$ cat src/rtl/dmem_arb_pkg.sv
// Shared constants for the data-memory arbiter: default widths, FSM state codes and port ids.
package dmem_arb_pkg;

    localparam int unsigned DMEM_ADDR_W = 14;
    localparam int unsigned DMEM_DATA_W = 32;
    localparam int unsigned DMEM_CNT_W  = 16;

    localparam logic [1:0] S_IDLE   = 2'd0;
    localparam logic [1:0] S_ACCESS = 2'd1;
    localparam logic [1:0] S_RESP   = 2'd2;

    localparam logic PORT_CPU = 1'b0;
    localparam logic PORT_LDR = 1'b1;

endpackage

$ cat src/rtl/dmem_arbiter_rr_arb2.sv
// Combinational two-way round-robin picker: a lone requester always wins, a tie goes to ptr_i.
module rr_arb2 (
    input  logic [1:0] req_i,
    input  logic       ptr_i,
    output logic [1:0] gnt_c,
    output logic       sel_c
);

    always_comb begin
        sel_c = ptr_i;
        gnt_c = 2'b00;
        case (req_i)
            2'b01:   sel_c = 1'b0;
            2'b10:   sel_c = 1'b1;
            default: sel_c = ptr_i;
        endcase
        if (req_i != 2'b00) begin
            gnt_c = sel_c ? 2'b10 : 2'b01;
        end
    end

endmodule

$ cat src/rtl/dmem_arbiter.sv
// Two-port arbiter for the single-port data memory; every access is IDLE -> ACCESS -> RESP.
// Optional performance counters are enabled by defining DMEM_ARB_PERF_EN.
module dmem_arbiter
    import dmem_arb_pkg::*;
#(
    parameter int unsigned ADDR_W = DMEM_ADDR_W,
    parameter int unsigned DATA_W = DMEM_DATA_W
`ifdef DMEM_ARB_PERF_EN
    ,
    parameter int unsigned CNT_W  = DMEM_CNT_W
`endif
) (
    input  logic              clk,
    input  logic              rst_n,
    input  logic [1:0]        req_i,
    input  logic [1:0]        we_i,
    input  logic [ADDR_W-1:0] addr0_i,
    input  logic [ADDR_W-1:0] addr1_i,
    input  logic [DATA_W-1:0] wdata0_i,
    input  logic [DATA_W-1:0] wdata1_i,
    output logic [1:0]        ack_o,
    output logic [DATA_W-1:0] rdata_o,
    output logic              mem_read_o,
    output logic              mem_write_o,
    output logic [ADDR_W-1:0] mem_addr_o,
    output logic [DATA_W-1:0] mem_wdata_o,
    input  logic [DATA_W-1:0] mem_rdata_i
`ifdef DMEM_ARB_PERF_EN
    ,
    output logic [CNT_W-1:0]  gnt_cnt0_o,
    output logic [CNT_W-1:0]  gnt_cnt1_o,
    output logic [CNT_W-1:0]  conflict_cnt_o
`endif
);

    logic [1:0]        state_q, state_d;
    logic              sel_q, sel_d;
    logic              we_sel_q, we_sel_d;
    logic              rr_ptr_q, rr_ptr_d;
    logic [1:0]        ack_q, ack_d;
    logic [DATA_W-1:0] rdata_q, rdata_d;
    logic              mem_read_q, mem_read_d;
    logic              mem_write_q, mem_write_d;
    logic [ADDR_W-1:0] mem_addr_q, mem_addr_d;
    logic [DATA_W-1:0] mem_wdata_q, mem_wdata_d;

    logic [1:0]        arb_gnt;
    logic              arb_sel;

    rr_arb2 u_rr_arb2 (
        .req_i (req_i),
        .ptr_i (rr_ptr_q),
        .gnt_c (arb_gnt),
        .sel_c (arb_sel)
    );

    always_ff @(posedge clk or negedge rst_n) begin
        if (!rst_n) begin
            state_q     <= S_IDLE;
            sel_q       <= PORT_CPU;
            we_sel_q    <= 1'b0;
            rr_ptr_q    <= 1'b0;
            ack_q       <= 2'b00;
            rdata_q     <= '0;
            mem_read_q  <= 1'b0;
            mem_write_q <= 1'b0;
            mem_addr_q  <= '0;
            mem_wdata_q <= '0;
        end else begin
            state_q     <= state_d;
            sel_q       <= sel_d;
            we_sel_q    <= we_sel_d;
            rr_ptr_q    <= rr_ptr_d;
            ack_q       <= ack_d;
            rdata_q     <= rdata_d;
            mem_read_q  <= mem_read_d;
            mem_write_q <= mem_write_d;
            mem_addr_q  <= mem_addr_d;
            mem_wdata_q <= mem_wdata_d;
        end
    end

    // The memory address/data flops double as the selected-request registers.
    always_comb begin
        state_d     = state_q;
        sel_d       = sel_q;
        we_sel_d    = we_sel_q;
        rr_ptr_d    = rr_ptr_q;
        ack_d       = 2'b00;
        rdata_d     = rdata_q;
        mem_read_d  = 1'b0;
        mem_write_d = 1'b0;
        mem_addr_d  = mem_addr_q;
        mem_wdata_d = mem_wdata_q;
        case (state_q)
            S_IDLE: begin
                if (req_i != 2'b00) begin
                    sel_d       = arb_sel;
                    we_sel_d    = |(arb_gnt & we_i);
                    mem_addr_d  = (arb_sel == PORT_LDR) ? addr1_i  : addr0_i;
                    mem_wdata_d = (arb_sel == PORT_LDR) ? wdata1_i : wdata0_i;
                    mem_write_d = |(arb_gnt & we_i);
                    mem_read_d  = ~(|(arb_gnt & we_i));
                    state_d     = S_ACCESS;
                end
            end
            S_ACCESS: begin
                if (!we_sel_q) begin
                    rdata_d = mem_rdata_i;
                end
                ack_d   = (sel_q == PORT_CPU) ? 2'b01 : 2'b10;
                state_d = S_RESP;
            end
            S_RESP: begin
                rr_ptr_d = ~sel_q;
                state_d  = S_IDLE;
            end
            default: state_d = S_IDLE;
        endcase
    end

    assign ack_o       = ack_q;
    assign rdata_o     = rdata_q;
    assign mem_read_o  = mem_read_q;
    assign mem_write_o = mem_write_q;
    assign mem_addr_o  = mem_addr_q;
    assign mem_wdata_o = mem_wdata_q;

`ifdef DMEM_ARB_PERF_EN
    logic [CNT_W-1:0] gnt_cnt0_q, gnt_cnt0_d;
    logic [CNT_W-1:0] gnt_cnt1_q, gnt_cnt1_d;
    logic [CNT_W-1:0] conflict_cnt_q, conflict_cnt_d;

    always_ff @(posedge clk or negedge rst_n) begin
        if (!rst_n) begin
            gnt_cnt0_q     <= '0;
            gnt_cnt1_q     <= '0;
            conflict_cnt_q <= '0;
        end else begin
            gnt_cnt0_q     <= gnt_cnt0_d;
            gnt_cnt1_q     <= gnt_cnt1_d;
            conflict_cnt_q <= conflict_cnt_d;
        end
    end

    // Saturating counters: grants counted in RESP, contention counted per IDLE cycle.
    always_comb begin
        gnt_cnt0_d     = gnt_cnt0_q;
        gnt_cnt1_d     = gnt_cnt1_q;
        conflict_cnt_d = conflict_cnt_q;
        if (state_q == S_RESP) begin
            if (sel_q == PORT_CPU && !(&gnt_cnt0_q)) begin
                gnt_cnt0_d = gnt_cnt0_q + CNT_W'(1);
            end
            if (sel_q == PORT_LDR && !(&gnt_cnt1_q)) begin
                gnt_cnt1_d = gnt_cnt1_q + CNT_W'(1);
            end
        end
        if (state_q == S_IDLE && req_i == 2'b11 && !(&conflict_cnt_q)) begin
            conflict_cnt_d = conflict_cnt_q + CNT_W'(1);
        end
    end

    assign gnt_cnt0_o     = gnt_cnt0_q;
    assign gnt_cnt1_o     = gnt_cnt1_q;
    assign conflict_cnt_o = conflict_cnt_q;
`endif

endmodule
$ cat config.mk
export PLATFORM = sky130hd
export DESIGN_NAME = dmem_arbiter
export DESIGN_NICKNAME = d
export VERILOG_FILES = /design/src/rtl/dmem_arb_pkg.sv /design/src/rtl/dmem_arbiter_rr_arb2.sv /design/src/rtl/dmem_arbiter.sv
export SDC_FILE = /design/constraint.sdc
export NUM_CORES = 1
export LEC_CHECK = 0
export CAP_MARGIN = 5
export CORE_MARGIN = 10
export CORE_UTILIZATION = 41
export DETAILED_ROUTE_END_ITERATION = 10
export PLACE_DENSITY_LB_ADDON = 0.2
export SYNTH_ARGS = -nofsm -noshare
export SYNTH_HDL_FRONTEND = slang
export SYNTH_SLANG_ARGS = --single-unit
$ cat constraint.sdc
create_clock -name clk -period 2.1 [get_ports clk]
set_input_delay 0.21 -clock clk [delete_from_list [all_inputs] [get_ports clk]]
set_output_delay 0.21 -clock clk [all_outputs]
set_load 0.1 [all_outputs]
Yosys cells after proc, flatten, opt, wreduce, memory -nomap -nowiden
Cells that the tools add are included.

word-level totals
  output and inout port bits = 82
  bits of input ports = 130
  register bits = 87

cells by class
  multiplexer cells = 13
  bitwise operators = 4
  reduce and logical (&&, ||, !) cells = 5
  equality and inequality tests = 5

operators by type and width
  cell                                                                    count
  32-bit 2-to-1 mux                                                       1
  14-bit 2-to-1 mux                                                       1
  2-bit 2-to-1 mux                                                        5
  2-bit by 1-bit equality test with 1-bit output (second input constant)  2
  2-bit equality test (second input constant)                             2
  1-bit 2-to-1 mux                                                        4
  2-bit one-hot mux with 2 select lines                                   1
  2-bit AND reduction                                                     2
  1-bit NOT                                                               3
  2-bit bitwise AND                                                       1
  2-bit zero test                                                         1
  2-bit != test (second input constant)                                   1
  1-bit one-hot mux with 2 select lines                                   1
  2-bit nonzero test                                                      1
  2-bit OR reduction                                                      1

Longest topological paths before layout
Gate-level depths: netlist of run 1.

  word-level depth = 9
  depth in mapped cells = 8
  gate-level depth less buffers = 5

By module
From an unflattened synthesis of run 1, not the netlist that was laid out.

second synthesis, totals
  cells, all modules = 246
  area total of the unflattened synthesis = 3852.4 µm²

modules (own cells, without submodules)
  module        cells each  times used  area each (µm²)
  dmem_arbiter  239         1           3787.4
  rr_arb2       7           1           65.1

Worst setup path before layout of run 1
No wires, ideal clock.

  path type = in2reg
  from = in req_i[0]
  to = reg mem_wdata_q[13] (netlist: mem_wdata_o[13])
  arrival = 1402 ps
  library setup time = 136 ps
  required time = 1964 ps
  path buffers = 2
  slack = 562 ps
  cell stages on the path = 7
  cell sequence = inv_1 -> ha_1 -> mux2i_1 -> buf_6 -> buf_8 -> mux2i_1 -> o21ai_0

between the ends
  cells in the longest elaborated chain, start to end = 3
  elaborated cells on any way between the ends = 6
  classes of those cells = eq/ne (2); mux (2); reduce/logical (2)

ends and longest elaborated chain
  element                                                                                       line                        source
  start, declared                                                                               dmem_arbiter.sv:15          input logic [1:0] req_i,
  2-bit equality test / 2-bit by 1-bit equality test with 1-bit output (equally long branches)  dmem_arbiter_rr_arb2.sv:12  case (req_i)
  1-bit one-hot mux with 2 select lines                                                         dmem_arbiter_rr_arb2.sv:12
  32-bit 2-to-1 mux                                                                             dmem_arbiter.sv:101         mem_wdata_d = (arb_sel == PORT_LDR) ? wdata1_i : wdata0_i;
  end signal, assigned                                                                          dmem_arbiter.sv:79          mem_wdata_q <= mem_wdata_d;
  end, declared                                                                                 dmem_arbiter.sv:45          logic [DATA_W-1:0] mem_wdata_q, mem_wdata_d;

Parallel ways exist; a longest one is shown, timed or not.
A chain may end at the register's enable or synchronous reset.

Worst setup path in the final report of run 1
  from = in req_i[1]
  to = reg mem_wdata_q[24] (netlist: mem_wdata_o[24])

Same word-level chain as after synthesis.

==> impl.org, run 1 <==
** Timing
- The worst path in the final design needs a cycle of 1.83 ns, including I/O delays and setup.
- The final number of max-transition violations was 0.
- Static timing analysis puts the maximum clock frequency at 546 MHz.
- Worst max-slew margin expressed relative to the limit :: 64.5%
- Final hold violation count :: 0
- At the pin with the least slew margin, the transition time is 0.533 ns.
- Clock Skews :: 0.00717 ns
- Setup violations remaining at the end of the flow were counted as 0.
- Setup tns final :: 0 ns
- Setup repair after global routing left no endpoint under its margin.
- Share of the clock period used by the worst path after layout :: 87.3%

** Route
- For this block, the via count after detailed routing is 3044.
- Via/cell ratio :: 4.83
- Routed wire per std cell :: 17.8 µm
- For this run, the detailed router's first-pass iteration total came to 4.
- Detail Route Antenna Nets :: 0
- After detailed routing, the number of remaining DRC violations is 0.
- The routed design has 11.2 mm of wire.
- The first routing iteration left 85 violations.

** GRT
- Global routing used 27.7% of the available met2 tracks.
- In the global route stage, overall resource usage came out at 16.3%.
- The number of global-route vias before repair came to 3306.
- Number of antenna violations at the first check in global routing :: 0
- GRT Max-Usage Layer :: met2
- Largest net degree at the start of global routing :: 60
- Global routing consumed, on the met3 layer, 7.80% of the routing resources.
- Global routing finished with a remaining overflow of 0.
- Wire length of the first global-routing pass :: 17.1 mm
- Global-route met1 utilization :: 17.5%

** Setup path
- The worst setup path is of the input port to flip-flop kind.
- STA classifies the critical path startpoint as an input port.
- The worst setup path is captured at a flip-flop.
- At the worst endpoint, the required time is 2.31 ns.
- For the worst setup path, the data arrival time is 2.04 ns.
- Of all nets on the critical path, the largest fanout is 29.

** Logic synthesis
- Netlist area before placement :: 0.00373 mm²
- Yosys printed 0 warnings.
- The number of different library cells used by synthesis comes to 24.
- Sequential area share after synthesis :: 58.3%
- Count of state elements after synthesis :: 87
- A synthesized cell averages 12.3 µm².
- Post-Syn Nets :: 437
- Post-synthesis cell count :: 304

** CTS
- Maximum level of the CTS H-tree :: 3
- Clock Latency Late Sink :: 0.34 ns
- Clock tree synthesis inserted a total of 9 buffers.
- Number of resized instances in the post-cts repair step :: 0
- CTS max path bufs :: 2
- Clock-pin slew on the worst setup and hold paths :: 0.09 ns
- Clk root buf :: clkbuf_8
- Clock sink total :: 87
- CTS tree :: yes

** Finish
- Count of nets after finishing :: 650
- Leaving out fill and tap cells, the most frequent cell in the layout is clkdlybuf4s50_1.
- Antenna cell count :: 0
- Layout cell share with drive strength beyond 1 :: 27.0%
- Cells fill 68.2% of the core in the end.
- Commonest cells after routing, fill and taps aside :: clkdlybuf4s50_1 (128), buf_4 (88), dfrtp_1 (87), nand2_1 (49), mux2i_1 (47)
- Relative to the synthesized area, the layout overhead comes to 60.8%.

** Floorplan
- During I/O placement, the number of pins put on the boundary was 212.
- The die covers 0.0133 mm².
- Starting density of the core :: 42.4%
- In this run the vertical extent of the chip is 115 µm.
- In this run the horizontal extent of the chip is 115 µm.
- Core Box Area :: 0.00881 mm²
- After floorplanning, the core was divided into 34 placement rows.

** Placement
- Last weighted congestion value of the routability-driven placer :: 0.752
- In this run the tool buffered the top-level ports with 211 buffer cells.
- Hpwl dp :: 9.03 mm

** Job
- Maxcap violations :: 0

** Outcome
- The run finished with clean final reports.

** Min path
- The path class of the tightest hold or removal check is input port to async pin.
-- cell families after synthesis --
| kind of cell | Yosys count | share of synthesized area, % |
|---|---|---|
| flip-flops | 87 | 58.3 |
| multiplexers | 80 | 22.5 |
| AND/OR/NAND/NOR | 57 | 6.17 |
| AO/OA/AOI/OAI | 52 | 7.27 |
| buffers and inverters | 25 | 4.69 |
| adder cells (fa/ha/maj) | 3 | 1.01 |
-- critical path, cell delays in order --
cell	delay, ns
clkdlybuf4s50_1	0.51
inv_1	0.06
ha_1	0.35
mux2i_4	0.32
buf_12	0.25
mux2i_1	0.22
o21ai_0	0.10
-- metal layers --
layer | routed length, µm | vias up | part of all wire (%)
met3 | 1380 | 11 | 12
met1 | 4270 | 1422 | 38
met4 | 122 | 0 | 1.1
met5 | 0 | - | 0
met2 | 5440 | 144 | 49
li1 | - | 1467 | -
-- synth_stat cells --
| cell | instances | area [µm²] |
|---|---|---|
| nor2_1 | 1 | 3.75 |
| nor2_2 | 1 | 6.26 |
| o21a_1 | 1 | 7.51 |
| ha_1 | 3 | 37.5 |
| o21ai_1 | 10 | 50.1 |
| nor2b_1 | 1 | 6.26 |
| inv_1 | 6 | 22.5 |
| nand2b_1 | 2 | 12.5 |
| dfrtp_1 | 87 | 2180 |
| o21ai_0 | 38 | 190 |
| mux2_2 | 30 | 338 |
| a221oi_1 | 1 | 8.76 |
| mux2_1 | 2 | 22.5 |
| or3_1 | 1 | 6.26 |
| mux2i_1 | 48 | 480 |
| buf_2 | 5 | 25.0 |
| buf_6 | 4 | 45.0 |
| a211oi_1 | 1 | 7.51 |
| nor3_1 | 1 | 5.00 |
| clkbuf_1 | 6 | 22.5 |
| o31ai_1 | 1 | 7.51 |
| buf_8 | 4 | 60.1 |
| and2_1 | 1 | 6.26 |
| nand2_1 | 49 | 184 |
-- metrics by stage --
step                setup slack (ns)  cell area [µm²]  hold WS (ns)  std cells
finish                         0.267             6000         0.413        630
global route                   0.148             6000         0.453        630
global placement             -0.0106             5750         0.227        613
floorplan                      0.562             3730       -0.0856        304
CTS                            0.286             6000         0.408        630
detailed placement           -0.0835             5750         0.230        613
-- sequential cells by signal, summed over array words and instances, names as in the netlist --
| register | flops |
|---|---|
| mem_read_o | 1 |
| mem_addr_o | 14 |
| mem_wdata_o | 32 |
| ack_o | 2 |
| we_sel_q | 1 |
| sel_q | 1 |
| state_q | 2 |
| mem_write_o | 1 |
| rr_ptr_q | 1 |
| rdata_o | 32 |
-- repair_timing --
action / in CTS / in global routing
hold buffers: 1 / 0
setup buffers: 0 / 0
endpoints found under the setup margin: 0 / 0
hold endpoints to repair: 39 / 0
-- worst paths after layout --
path,startpoint,endpoint,slack [ns],cells after the start
hold / removal,rst_n,mem_write_o$_DFF_PN0_,0.41,2
min in group clk,mem_rdata_i[13],rdata_o[13]$_DFFE_PN0P_,0.47,2
setup / recovery,req_i[1],mem_wdata_o[24]$_DFFE_PN0P_,0.27,7
setup reg to reg,state_q[1]$_DFFE_PN0P_,rdata_o[26]$_DFFE_PN0P_,0.51,4
max in group asynchronous,rst_n,rdata_o[28]$_DFFE_PN0P_,0.92,3
hold reg to reg,mem_addr_o[3]$_DFFE_PN0P_,mem_addr_o[3]$_DFFE_PN0P_,0.49,2
-- cell type report --
type	count	area (µm²)
clock inverters	4	76.3
repair buffers	221	2030
well taps	108	135
clock buffers	12	165
multi-input cells	192	1390
flip-flops and latches	87	2180
fillers	722	2800
inverters	6	22.5
Power of run 1 is not shown: default switching activity piles up to over one toggle a cycle in this logic, so the estimate is an artifact.
==> run 2, diff against run 1 <==
SLEW_MARGIN = 20   (was unset)
==> results of run 2 <==
Final layout, timing and power as in run 1 (identical DEF).
Power of run 2 is left out for the same reason.
